--- config.mk ---
export PLATFORM = sky130hd
export DESIGN_NAME = uart_baud_ctrl
export DESIGN_NICKNAME = d
export VERILOG_FILES = /design/src/rtl/uart_baud_ctrl.sv
export SDC_FILE = /design/constraint.sdc
export NUM_CORES = 1
export LEC_CHECK = 0
export BUFFER_PORTS_ARGS = -buffer_cell sky130_fd_sc_hd__buf_2
export CAP_MARGIN = 20
export CORE_MARGIN = 1.5
export CORE_UTILIZATION = 59
export CTS_CLUSTER_DIAMETER = 100
export DETAILED_ROUTE_END_ITERATION = 16
export PLACE_DENSITY = 0.84
export SETUP_SLACK_MARGIN = 0.4
export SLEW_MARGIN = 10
export SYNTH_ARGS = -nofsm -noshare
export SYNTH_HDL_FRONTEND = slang
export SYNTH_SLANG_ARGS = --single-unit
--- constraint.sdc ---
create_clock -name clk_in -period 5.24 [get_ports clk_in]
set_input_delay 0.262 -clock clk_in [delete_from_list [all_inputs] [get_ports clk_in]]
set_output_delay 0.262 -clock clk_in [all_outputs]
set_load 0.05 [all_outputs]
--- src/rtl/uart_baud_ctrl.sv ---
// uart_baud_ctrl: programming and sequencing controller for the UART baud
// clock generator. It holds the DLL/DLM shadow divisor, applies new divisors
// glitch-free (generator held in reset while the divisor is swapped), and
// derives per-bclk sample ticks and per-bit baud ticks.
// Optional feature macro: UART_BAUD_CTRL_IRQ_EN adds irq_out and the STATUS
// "done" bit (bit4), set whenever a commit-triggered reload finishes.
module uart_baud_ctrl #(
  parameter int unsigned DIV_W    = 16,
  parameter int unsigned RST_HOLD = 2,
  parameter int unsigned OVS      = 16
) (
  input  logic             clk_in,
  input  logic             rstn_in,
  input  logic             reg_wr,
  input  logic             reg_rd,
  input  logic [1:0]       reg_addr,
  input  logic [7:0]       reg_wdata,
  output logic [7:0]       reg_rdata,
  input  logic             bclk_in,
  output logic             gen_rstn_out,
  output logic [DIV_W-1:0] divisor_out,
  output logic             busy_out,
  output logic             sample_tick_out,
`ifdef UART_BAUD_CTRL_IRQ_EN
  output logic             irq_out,
`endif
  output logic             baud_tick_out
);

  localparam int unsigned CW = $clog2(OVS);
  localparam int unsigned HW = (RST_HOLD > 1) ? $clog2(RST_HOLD + 1) : 1;

  typedef enum logic [1:0] {
    ST_OFF,
    ST_LOAD,
    ST_RUN
  } state_e;

  state_e           state_q, state_d;
  logic [15:0]      shadow_q, shadow_d;
  logic [DIV_W-1:0] divisor_q, divisor_d;
  logic             en_q, en_d;
  logic             pending_q, pending_d;
  logic             err_q, err_d;
  logic [HW-1:0]    hold_q, hold_d;
  logic [CW-1:0]    tick_q, tick_d;
  logic [7:0]       rdata_q, rdata_d;
  logic             bsync1_q, bsync2_q, bprev_q;

  logic wr_dll, wr_dlm, wr_ctrl, rd_status;
  logic ctrl_en, ctrl_commit, shadow_ok, bclk_rise, done_bit;
  logic [7:0] status_w;
  logic unused_wdata;

`ifdef UART_BAUD_CTRL_IRQ_EN
  logic done_q, done_d;
  logic via_commit_q, via_commit_d;
  assign done_bit = done_q;
  assign irq_out  = done_q;
`else
  assign done_bit = 1'b0;
`endif

  assign wr_dll      = reg_wr && (reg_addr == 2'd0);
  assign wr_dlm      = reg_wr && (reg_addr == 2'd1);
  assign wr_ctrl     = reg_wr && (reg_addr == 2'd2);
  assign rd_status   = reg_rd && (reg_addr == 2'd3);
  assign ctrl_en     = reg_wdata[0];
  assign ctrl_commit = reg_wdata[1];
  assign shadow_ok   = (shadow_q >= 16'd2);
  assign bclk_rise   = bsync2_q & ~bprev_q;
  assign unused_wdata = ^reg_wdata[7:2];

  assign gen_rstn_out    = (state_q == ST_RUN);
  assign divisor_out     = divisor_q;
  assign busy_out        = (state_q == ST_LOAD) | pending_q;
  assign sample_tick_out = bclk_rise & (state_q == ST_RUN);
  assign baud_tick_out   = sample_tick_out & (tick_q == CW'(OVS - 1));
  assign reg_rdata       = rdata_q;
  assign status_w        = {3'b000, done_bit, err_q, pending_q, en_q, busy_out};

  // Bring the asynchronous bclk into the clock domain and keep the previous
  // synchronised level so a rising edge shows up as a one-cycle strobe.
  always_ff @(posedge clk_in or negedge rstn_in) begin
    if (!rstn_in) begin
      bsync1_q <= 1'b0;
      bsync2_q <= 1'b0;
      bprev_q  <= 1'b0;
    end else begin
      bsync1_q <= bclk_in;
      bsync2_q <= bsync1_q;
      bprev_q  <= bsync2_q;
    end
  end

  // Next-state logic: register bus decode, divisor apply sequencing, tick
  // counting; CTRL writes come last so a disable overrides everything else.
  always_comb begin
    state_d   = state_q;
    shadow_d  = shadow_q;
    divisor_d = divisor_q;
    en_d      = en_q;
    pending_d = pending_q;
    err_d     = err_q;
    hold_d    = hold_q;
    tick_d    = tick_q;
    rdata_d   = rdata_q;
`ifdef UART_BAUD_CTRL_IRQ_EN
    done_d       = done_q;
    via_commit_d = via_commit_q;
    if (rd_status) done_d = 1'b0;
`endif

    if (wr_dll) shadow_d[7:0]  = reg_wdata;
    if (wr_dlm) shadow_d[15:8] = reg_wdata;
    if (rd_status) err_d = 1'b0;
    if (sample_tick_out) tick_d = tick_q + 1'b1;

    if (reg_rd) begin
      case (reg_addr)
        2'd0:    rdata_d = shadow_q[7:0];
        2'd1:    rdata_d = shadow_q[15:8];
        2'd2:    rdata_d = {7'b0, en_q};
        default: rdata_d = status_w;
      endcase
    end

    case (state_q)
      ST_OFF: begin
        hold_d = '0;
      end
      ST_LOAD: begin
        tick_d = '0;
        if (hold_q == HW'(RST_HOLD - 1)) begin
          state_d = ST_RUN;
          hold_d  = '0;
`ifdef UART_BAUD_CTRL_IRQ_EN
          if (via_commit_q) done_d = 1'b1;
`endif
        end else begin
          hold_d = hold_q + 1'b1;
        end
      end
      ST_RUN: begin
        if (bclk_rise && pending_q) begin
          state_d   = ST_LOAD;
          divisor_d = DIV_W'(shadow_q);
          pending_d = 1'b0;
          hold_d    = '0;
`ifdef UART_BAUD_CTRL_IRQ_EN
          via_commit_d = 1'b1;
`endif
        end
      end
      default: state_d = ST_OFF;
    endcase

    if (wr_ctrl) begin
      en_d = ctrl_en;
      if (!ctrl_en) begin
        state_d   = ST_OFF;
        pending_d = 1'b0;
      end else if (state_q == ST_OFF) begin
        if (shadow_ok) begin
          state_d   = ST_LOAD;
          divisor_d = DIV_W'(shadow_q);
          hold_d    = '0;
`ifdef UART_BAUD_CTRL_IRQ_EN
          via_commit_d = 1'b0;
`endif
        end else begin
          err_d = 1'b1;
        end
      end else if (ctrl_commit) begin
        if (shadow_ok) pending_d = 1'b1;
        else           err_d     = 1'b1;
      end
    end
  end

  // State and register file update.
  always_ff @(posedge clk_in or negedge rstn_in) begin
    if (!rstn_in) begin
      state_q   <= ST_OFF;
      shadow_q  <= '0;
      divisor_q <= '0;
      en_q      <= 1'b0;
      pending_q <= 1'b0;
      err_q     <= 1'b0;
      hold_q    <= '0;
      tick_q    <= '0;
      rdata_q   <= '0;
`ifdef UART_BAUD_CTRL_IRQ_EN
      done_q       <= 1'b0;
      via_commit_q <= 1'b0;
`endif
    end else begin
      state_q   <= state_d;
      shadow_q  <= shadow_d;
      divisor_q <= divisor_d;
      en_q      <= en_d;
      pending_q <= pending_d;
      err_q     <= err_d;
      hold_q    <= hold_d;
      tick_q    <= tick_d;
      rdata_q   <= rdata_d;
`ifdef UART_BAUD_CTRL_IRQ_EN
      done_q       <= done_d;
      via_commit_q <= via_commit_d;
`endif
    end
  end

endmodule

Word-level counts from Yosys, hierarchy flattened
Index checks and enable logic that the tools add are counted.
{ "totals": {"register_bits": 54, "out_inout_bits": 28, "word_cells": 72} }
{ "op_classes": {"n_addsub": 2, "magnitude_cmp": 1, "eq_ne": 7, "muxes": 36, "n_bitwise": 5, "n_reduce_logical": 8} }
{ "op_table": {"columns": ["op", "n"], "rows": [
  ["two-way mux 16 bit", 6],
  ["two-way mux 2 bit", 12],
  ["one-hot mux 8 bit (3 select lines)", 1],
  ["greater-or-equal comparator 16 x 2 -> 1 bit, second input constant", 1],
  ["two-way mux 1 bit", 13],
  ["one-hot mux 2 bit (3 select lines)", 2],
  ["two-way mux 4 bit", 2],
  ["== test 2 x 1 -> 1 bit, second input constant", 3],
  ["== test 2 bit, second input constant", 3],
  ["logical AND 1 bit", 5],
  ["adder 4 x 1 -> 4 bit, second input constant", 1],
  ["== test 4 bit, second input constant", 1],
  ["zero test 2 bit", 2],
  ["AND 1 bit", 3],
  ["adder 2 x 1 -> 2 bit, second input constant", 1],
  ["nonzero test 2 bit", 1],
  ["inverter 1 bit", 1],
  ["bitwise OR 1 bit", 1]
]} }

Depth between registers and ports, before layout
{ "depth": {"ltp_word": 10, "depth_mapped": 6, "depth_no_buf": 5} }

Least setup slack after synthesis
No wires, ideal clock.
{ "synth_timing": {"kind": "register to output", "start": "register state_q[0]", "end": "output baud_tick_out", "arrival_time_ns": 1.884, "t_required_ns": 4.978, "setup_slack_ns": 3.094, "path_stages_with_launch": 5, "n_path_buf": 0, "path_cell_list": "dfrtp_1 -> nand4bb_1 -> inv_1 -> nand2_1 -> nor2_1"} }
{ "synth_via": {"elab_chain_cells": 3} }
{ "synth_rtl": {"columns": ["item", "line", "text"], "rows": [
  ["from (decl)", "39", "state_e state_q, state_d;"],
  ["from (signal assigned)", "198", "state_q <= state_d;"],
  ["== test 2 bit", "77", "assign sample_tick_out = bclk_rise & (state_q == ST_RUN);"],
  ["AND 1 bit", "77", null],
  ["via sample_tick_out", "23", "output logic sample_tick_out,"],
  ["AND 1 bit", "78", "assign baud_tick_out = sample_tick_out & (tick_q == CW'(OVS - 1));"],
  ["to (decl)", "27", "output logic baud_tick_out"]
]} }
The timed path passes the listed nets, and every way through them passes these cells.

Worst setup path in the final report
{ "layout_timing": {"start": "register shadow_q[12]", "end": "register divisor_q[4] (netlist: divisor_out[4])"} }
{ "layout_via": {"elab_chain_cells": 5} }
{ "layout_rtl": {"columns": ["item", "line", "text"], "rows": [
  ["from (decl)", "40", "logic [15:0] shadow_q, shadow_d;"],
  ["from (signal assigned)", "199", "shadow_q <= shadow_d;"],
  ["greater-or-equal comparator 16 x 2 -> 1 bit", "70", "assign shadow_ok = (shadow_q >= 16'd2);"],
  ["two-way mux 16 bit", "164", "if (shadow_ok) begin"],
  ["two-way mux 16 bit", "163", "end else if (state_q == ST_OFF) begin"],
  ["two-way mux 16 bit", "160", "if (!ctrl_en) begin"],
  ["two-way mux 16 bit", "158", "if (wr_ctrl) begin"],
  ["via divisor_d[4]", "41", "logic [DIV_W-1:0] divisor_q, divisor_d;"],
  ["to (signal assigned)", "200", "divisor_q <= divisor_d;"],
  ["to (decl)", "41", null]
]} }
The timed path passes the listed nets, and every way through them passes these cells.
A chain may end at the register's enable or synchronous reset.

==> flow_summary.yaml <==
clock_tree:
  htree_levels: 2
  clock_latency_ps: 310
  clk_path_buf_depth: 2
  cts_buffers: 5
  cts_setup_buffers: 0
  clock_sinks: 54
  cts_tree: "done"
  ctsHoldBuffers: 0
  cts_resized: 0
  clkTransAtPathRegs_ps: 90
  cts-root-buf: "clkbuf_8"
power:
  clockPowerShare_pct: 15.8
  power.switching_uw: 643.4
  p_sw_share_pct: 43.61
  seqPwrFrac_pct: 42.2
  p_comb_share_pct: 42.1
  power.density_mw_per_mm2: 555.1
  vdd_drop_max_mv: 0.2857
  intPower_uw: 831.9
  leakagePower_nw: 1.280
synth:
  syn-num-nets: 194
  ys_types: 35
  syn_avg_cell_area_um2: 13.10
  async_flop_share_pct: 100.0
  yosysWarnings: 0
  yosysSeqAreaShare_pct: 57.94
  synth-edff-count: 0
  ys.flop_type: "dfrtp_1"
  syn_area_mm2: 0.002332
  synth_seq_cells: 54
  syn-instance-count: 178
finish:
  nets: 238
  layout_commonest_cell: "dfrtp_1"
  area_growth_pct: 13.95
  n_antenna_cell: 0
  final_cell_mix: "54 x dfrtp_1, 42 x buf_2, 27 x mux2_2"
  multi_input_area_um2: 910.9
  layout-drive-gt1-share_pct: 39.91
  register_area_mm2: 0.001351
  fillers: 275
timing:
  max_clock_freq_mhz: 467.0
  slew_headroom_pct: 52.33
  finalCriticalPeriod_ps: 2142
  worst_slack_ps: 3098
  setup_tns_ps: 0
  tightest_slew_ps: 711.9
  finalCritPeriodShare_pct: 40.87
  setup_viol: 0
  drv_slew: 0
  hold_viol_final: 0
  rsz0062_at_grt: "no"
  finClkSkew_ps: 3.993
critical_path:
  crit_path_end_kind: "flop"
  cp_max_fo: 17
  critPathCapture: "divisor_out[4]"
  r2r_cells: 4
  critPathKind: "flop to flop"
  critPathLaunchType: "flop"
  startpoint: "shadow_q[12]"
  timing.rr.start: "shadow_q[12]"
  crit_arrival_ps: 2340
  reg2reg_to: "divisor_out[4]"
  crit_required_ps: 5440
  r2r_slack_ps: 3100
grt:
  grt_antenna_before_repair: 0
  grt_max_degree: 55
  grt_pass1_vias: 1430
  grt_pass1_wl_um: 6975
  grt_usage_pct: 22.49
  grt_overflow_total: 0
routing:
  wl_um: 4369
  ant_nets: 0
  drtIter0Drc: 82
  wl_per_cell_um: 16.12
  vias_per_cell: 5.672
  first_pass_iters: 4
  drc: 0
  vias: 1537
floorplan:
  initial_utilization_pct: 62.76
  fp.dieH_um: 65.87
  rows: 22
  die_w_um: 65.87
  core_area_mm2: 0.003716
  io_pins: 43
  dieArea_mm2: 0.004339
placement:
  hpwl_um: 3116
  io_buffers: 42
  gp_congestion: 0.7716
  dp_slack_ps: 3116
hold_path:
  hold_class: "primary input to async pin"
outcome:
  status: "completed"
run:
  drv_cap: 0
[flip-flops by register name, summed over array words and instances, names as in the netlist]
name         flops
bprev_q          1
bsync1_q         1
bsync2_q         1
divisor_out     16
en_q             1
err_q            1
hold_q           2
pending_q        1
reg_rdata        8
shadow_q        16
state_q          2
tick_q           4
[layout make-up]
| class | instances | area share (%) |
|---|---|---|
| timing repair buffer | 43 | 8.192 |
| clock inverter | 1 | 0.1883 |
| multi-input combinational | 111 | 34.27 |
| tap | 48 | 2.260 |
| inverter | 7 | 0.9887 |
| sequential | 54 | 50.85 |
| clock buffer | 7 | 3.249 |
[per-layer routing]
metal,vias to the layer above,wire [µm],global-route usage [%]
li1,723,-,-
met1,756,2089,32.64
met2,49,1904,31.94
met3,9,287,5.622
met4,0,88,10.16
met5,-,0,0
[through the flow]
stage                     cell area (µm²)  hold WS, ps  instances  power [mW]  util [%]
after floorplan                      2332       -33.59        178       1.099         -
after global placement               2566        333.3        263       1.234     69.06
after detailed placement             2566        341.6        263       1.249     69.06
after CTS                            2658        42.97        271       1.485     71.52
after global routing                 2658        48.78        271       1.555     71.52
final                                2658        57.48        271       1.475     71.52
[critical path: stages (launching register included)]
cell	delay (ps)
dfrtp_1	420
nor4_1	310
nand4_1	250
a21oi_4	640
mux2_2	410
[logic make-up after synthesis]
kind of cell | after synthesis | synth area share (%)
flip-flops | 54 | 57.94
AND/OR/NAND/NOR | 42 | 9.818
multiplexers | 40 | 20.87
AO/OA/AOI/OAI | 27 | 7.457
buffers and inverters | 13 | 3.004
XOR/XNOR | 1 | 0.3756
adder cells (fa/ha/maj) | 1 | 0.5364
[power groups by stage]
stage / Combinational (mW) / Sequential [mW] / Clock, mW
4_1_cts: 0.624 / 0.620 / 0.241
6_report: 0.620 / 0.622 / 0.233
3_3_place_gp: 0.612 / 0.622 / 0
3_5_place_dp: 0.621 / 0.628 / 0
5_1_grt: 0.659 / 0.637 / 0.259
2_1_floorplan: 0.246 / 0.853 / 0
[synth_stat cells, types with 2 or more instances]
master    instances  area [µm²]
inv_1             7       26.28
clkbuf_1          3       11.26
o21ai_0           9       45.04
nand4_1           2       12.51
nor2_1           10       37.54
nand2b_1          3       18.77
nand3_1           4       20.02
mux2_2           27       304.0
nand2_1           9       33.78
nor2b_1           2       12.51
a22oi_1           3       22.52
mux2i_1           4       40.04
o22ai_1           5       31.28
a21oi_1           5       25.02
mux2_4            8       120.1
nor4_1            3       18.77
nand3b_1          3       22.52
dfrtp_1          54        1351
[worst min-delay path by stage]
stage	from	end	cells after the start
floorplan	rstn_in	bprev_q	0
global placement	bsync1_q	bsync2_q	0
detailed placement	bsync1_q	bsync2_q	0
CTS	bclk_in	bsync1_q	1
global route	bclk_in	bsync1_q	1
finish	rstn_in	tick_q[3]	2
No activity file was read; power rests on OpenSTA's default activity.
